**src/rtl/arb_pkg.sv**
```systemverilog
// Shared definitions for the weighted round-robin burst arbiter.
package arb_pkg;

  localparam int N_DEF  = 4;
  localparam int WW_DEF = 4;

  typedef enum logic {
    IDLE  = 1'b0,
    GRANT = 1'b1
  } state_t;

  // Next index in the rotation, wrapping back to 0 after n-1.
  function automatic int wrap_inc(input int idx, input int n = N_DEF);
    if (idx + 1 >= n) begin
      return 0;
    end else begin
      return idx + 1;
    end
  endfunction

endpackage

```
**src/rtl/rr_priority_pick.sv**
```systemverilog
// Rotating-priority first-one picker: lowest set bit of req at or after base.
module rr_priority_pick #(
  parameter int N  = 4,
  parameter int IW = 2
) (
  input  logic [N-1:0]  req,
  input  logic [IW-1:0] base,
  output logic          found,
  output logic [IW-1:0] idx,
  output logic [N-1:0]  onehot
);

  logic [2*N-1:0] dbl_s;
  logic [N-1:0]   rot_s;

  // Double-width copy shifted by base puts requester base at bit 0.
  assign dbl_s = {req, req} >> base;
  assign rot_s = dbl_s[N-1:0];

  // Scan high to low so the lowest rotated position is the final winner.
  always_comb begin
    found  = 1'b0;
    idx    = '0;
    onehot = '0;
    for (int i = N - 1; i >= 0; i--) begin
      if (rot_s[i]) begin
        found = 1'b1;
        idx   = IW'((int'(base) + i) % N);
      end else begin
        found = found;
      end
    end
    if (found) begin
      onehot = N'(1) << idx;
    end else begin
      onehot = '0;
    end
  end

endmodule

```
**src/rtl/wrr_burst_arbiter.sv**
```systemverilog
// Weighted round-robin arbiter: owner holds the grant for up to its weight
// in consecutive cycles, then priority rotates past it. Outputs registered.
module wrr_burst_arbiter
  import arb_pkg::*;
#(
  parameter int N  = N_DEF,
  parameter int WW = WW_DEF,
  parameter int IW = (N > 1) ? $clog2(N) : 1
) (
  input  logic            clk,
  input  logic            reset,
  input  logic [N-1:0]    req,
  input  logic [N*WW-1:0] weight,
  output logic [N-1:0]    grant,
  output logic [IW-1:0]   grant_id,
  output logic            grant_valid,
  output logic            grant_last
);

  state_t        state_r, state_nxt_s;
  logic [IW-1:0] owner_r, owner_nxt_s;
  logic [WW-1:0] cnt_r, cnt_nxt_s;
  logic [IW-1:0] ptr_r, ptr_nxt_s;

  logic [IW-1:0] pick_base_s;
  logic          pick_found_s;
  logic [IW-1:0] pick_idx_s;
  logic [N-1:0]  pick_onehot_s;
  logic [WW-1:0] pick_weight_s;
  logic [WW-1:0] pick_load_s;
  logic          hold_s;

  // In GRANT the scan starts just past the current owner; in IDLE at ptr.
  assign pick_base_s = (state_r == GRANT) ? IW'(wrap_inc(int'(owner_r), N)) : ptr_r;

  rr_priority_pick #(.N(N), .IW(IW)) u_pick (
    .req    (req),
    .base   (pick_base_s),
    .found  (pick_found_s),
    .idx    (pick_idx_s),
    .onehot (pick_onehot_s)
  );

  // A zero weight still gives the winner one cycle of grant.
  assign pick_weight_s = weight[pick_idx_s*WW +: WW];
  assign pick_load_s   = (pick_weight_s == '0) ? WW'(1) : pick_weight_s;
  assign hold_s        = req[owner_r] && (cnt_r > WW'(1));

  // Next-state logic: hold, hand off with no bubble, or fall back to IDLE.
  always_comb begin
    state_nxt_s = state_r;
    owner_nxt_s = owner_r;
    cnt_nxt_s   = cnt_r;
    ptr_nxt_s   = ptr_r;
    case (state_r)
      IDLE: begin
        if (pick_found_s) begin
          state_nxt_s = GRANT;
          owner_nxt_s = pick_idx_s;
          cnt_nxt_s   = pick_load_s;
        end else begin
          state_nxt_s = IDLE;
        end
      end
      GRANT: begin
        if (hold_s) begin
          cnt_nxt_s = cnt_r - WW'(1);
        end else begin
          ptr_nxt_s = pick_base_s;
          if (pick_found_s) begin
            state_nxt_s = GRANT;
            owner_nxt_s = pick_idx_s;
            cnt_nxt_s   = pick_load_s;
          end else begin
            state_nxt_s = IDLE;
            cnt_nxt_s   = '0;
          end
        end
      end
      default: begin
        state_nxt_s = IDLE;
        cnt_nxt_s   = '0;
      end
    endcase
  end

  // State, bookkeeping and output registers; outputs mirror the next state.
  always_ff @(posedge clk) begin
    if (reset) begin
      state_r     <= IDLE;
      owner_r     <= '0;
      cnt_r       <= '0;
      ptr_r       <= '0;
      grant       <= '0;
      grant_id    <= '0;
      grant_valid <= 1'b0;
      grant_last  <= 1'b0;
    end else begin
      state_r     <= state_nxt_s;
      owner_r     <= owner_nxt_s;
      cnt_r       <= cnt_nxt_s;
      ptr_r       <= ptr_nxt_s;
      grant       <= (state_nxt_s == GRANT) ? (N'(1) << owner_nxt_s) : '0;
      grant_id    <= (state_nxt_s == GRANT) ? owner_nxt_s : '0;
      grant_valid <= (state_nxt_s == GRANT);
      grant_last  <= (state_nxt_s == GRANT) && (cnt_nxt_s == WW'(1));
    end
  end

endmodule

```
**config.mk**
```make
export PLATFORM = sky130hd
export DESIGN_NAME = wrr_burst_arbiter
export DESIGN_NICKNAME = d
export VERILOG_FILES = /design/src/rtl/arb_pkg.sv /design/src/rtl/rr_priority_pick.sv /design/src/rtl/wrr_burst_arbiter.sv
export SDC_FILE = /design/constraint.sdc
export NUM_CORES = 1
export LEC_CHECK = 0
export ABC_AREA = 1
export CORE_MARGIN = 2
export CORE_UTILIZATION = 53
export DETAILED_ROUTE_END_ITERATION = 10
export GPL_ROUTABILITY_DRIVEN = 0
export GPL_TIMING_DRIVEN = 0
export PLACE_DENSITY = 0.95
export SYNTH_ARGS = -nofsm -noshare
export SYNTH_HDL_FRONTEND = slang
export SYNTH_SLANG_ARGS = --single-unit
```
**constraint.sdc**
```tcl
create_clock -name clk -period 4.29 [get_ports clk]
set_input_delay 0.6435 -clock clk [delete_from_list [all_inputs] [get_ports clk]]
set_output_delay 0.6435 -clock clk [all_outputs]
set_load 0.005 [all_outputs]
```
==> flow_summary.ini <==
[run_status]
status = complete, no violations

[timing]
tns_ns = 0
setup_viol = 0
worst-slew-pin-transition_ns = 0.326
final.min_clock_period_ns = 2.38
hold_slack_ns = 0.496
period_share_pct = 55.4
grt_setup_unrepaired = no
slew_violations = 0
timing.slew.headroom_pct = 78.3
hold_viol = 0
finalClockSkew_ns = 0.00581
fmax_ghz = 0.421

[detailed_routing]
wl_mm = 2.81
ant_nets = 0
wire_per_inst_um = 10.7
viasPerCell = 5.01
drc = 0
drt-initial-drc-count = 18
vias = 1312
firstDrtPassIters = 4

[grt]
gr-total-overflow = 0
grt_util_all_layers_pct = 21.9
grt_pass1_vias = 1128
antenna_found_initial = 0
grt_max_degree = 11
grt_pass1_wl_mm = 4.62

[pwr]
net-switching-power_mw = 0.643
comb_power_share_pct = 73.9
pwr-share-seq_pct = 19.9
internal_power_mw = 0.577
cellLeakagePower_nw = 0.808
ir_drop_mv = 0.491
p_sw_share_pct = 52.7
power_frac_clock_pct = 6.2
powerDensity_nw_per_um2 = 747

[worst_setup_path]
cp_data_arrival_time_ns = 2.59
crit_path_start_kind = input pin
crit_required_ns = 4.50
crit_path_max_fanout = 4
reg2reg_depth = 20
end_kind = flip-flop
critPathKind = input pin to flip-flop

[die]
ios = 30
rows = 17
chipWidth_um = 53.4
die_h_um = 53.4
core-area_um2 = 2250
die-area_um2 = 2850
start_util_pct = 57.4

[clock_tree]
cts.sinks = 16
cts_buffers = 3
clk_path_buf_depth = 2
post_cts_buffers = 0
clk_pin_slew_ns = 0.08
cts-root-buf = clkbuf_4
clkLatencyLatePin_ns = 0.28
htree_levels = 1
cts_resized = 0
cts_tree = built
hold_buffers = 0

[placement]
hpwl_mm = 2.25
io_buffers = 28
numPlacedInstances = 259

[synth]
syn-cell-area_um2 = 1290
synth-edff-count = 0
syn_avg_cell_area_um2 = 6.38
yosysWarnings = 0
synthCells = 203
syn_nets = 227
synth_seq_area_share_pct = 24.7
synth_cell_types = 26
synthArstFlopShare_pct = 0
ys.flop_type = dfxtp_1
yosys_register_bits = 16

[cells_and_area]
area_delta_synth_final_pct = 26.1
utilization_pct = 72.4
fin_nets = 260
num_antenna_cells = 0
drive_gt1_share_pct = 19.2
stdcell_count = 262

[min_path]
min_path_cells = 2
min_path_type = flip-flop to flip-flop

[flow_run]
maxCapViolCount = 0
[kinds of logic after synthesis]
family / after synthesis / synth area share, %
flops: 16 / 24.7
buf+inv: 28 / 8.41
xor+xnor: 2 / 1.35
fa+ha+maj: 2 / 1.93
simple gates: 133 / 53.9
compound gates: 22 / 9.66
[cell type report]
class	instances	area, um^2
buffer	2	11.3
clock buffer	3	22.5
fill	189	622
inverter	26	97.6
multi-input combinational	159	866
sequential	16	320
tap	28	35.0
timing repair buffer	28	280
[worst paths after layout]
path,startpoint,to,slack (ns)
worst max-delay path,req[0],grant[1],1.91
worst min-delay path,ptr_r[1],ptr_r[1],0.50
worst max register to register,state_r,grant_last,2.17
worst min register to register,ptr_r[1],ptr_r[1],0.50
[worst max-delay path: stages]
cell and delay (ns):
clkdlybuf4s50_1 0.54, o21ai_0 0.09, a21oi_1 0.17, o22ai_1 0.12, nor2_1 0.23, inv_1 0.10
nand2_1 0.12, inv_2 0.07, o21ai_1 0.24, inv_1 0.13, nor3_1 0.14
[power groups by stage]
stage	clock network, mW	registers (mW)	logic [mW]
after floorplan	0	0.242	0.702
after global placement	0	0.242	0.880
after detailed placement	0	0.245	0.899
after CTS	0.0781	0.242	0.903
after global routing	0.0819	0.249	1.02
final	0.0755	0.243	0.902
[synthesized netlist by cell type, types with 2 or more instances]
| cell | number | area (um^2) |
|---|---|---|
| dfxtp_1 | 16 | 320 |
| nand2_1 | 65 | 244 |
| nand2_2 | 11 | 68.8 |
| a21oi_1 | 11 | 55.1 |
| a21oi_2 | 2 | 17.5 |
| or2_2 | 2 | 12.5 |
| nand3_2 | 2 | 20.0 |
| inv_1 | 19 | 71.3 |
| nor3_1 | 2 | 10.0 |
| ha_1 | 2 | 25.0 |
| nand3_1 | 24 | 120 |
| xor2_1 | 2 | 17.5 |
| o21ai_0 | 5 | 25.0 |
| inv_2 | 7 | 26.3 |
| nor2_2 | 3 | 18.8 |
| nand2_4 | 10 | 113 |
| nor2_1 | 11 | 41.3 |
[registers in the layout, indices dropped and copies added (netlist names)]
| register | flops |
|---|---|
| cnt_r | 4 |
| grant_id | 2 |
| grant_last | 1 |
| state_r | 1 |
| grant | 4 |
| ptr_r | 2 |
| owner_r | 2 |
[layer usage]
metal / wire [um] / vias up / GRT usage, %
met5: 0 / - / 0
met4: 51 / 0 / 11.5
met3: 143 / 5 / 1.98
met2: 1320 / 31 / 36.8
met1: 1300 / 567 / 27.4
li1: - / 709 / -
[layout by cell type (no fill, tap or decap), drive strengths merged]
master	n
a211oi	1
a21oi	13
buf	2
clkbuf	3
clkdlybuf4s50	28
dfxtp	16
ha	2
inv	26
nand2	87
nand3	27
nand4	1
nor2	14
nor3	2
o21ai	7
o22ai	1
or2	2
xor2	2
[per-stage QoR]
step	area (um^2)	power, mW	setup WS [ns]
4_1_cts	1630	1.22	1.97
2_1_floorplan	1290	0.945	2.39
3_5_place_dp	1610	1.14	1.67
5_1_grt	1630	1.35	1.71
3_3_place_gp	1610	1.12	1.68
6_report	1630	1.22	1.91
(Power assumes the default switching activity.)
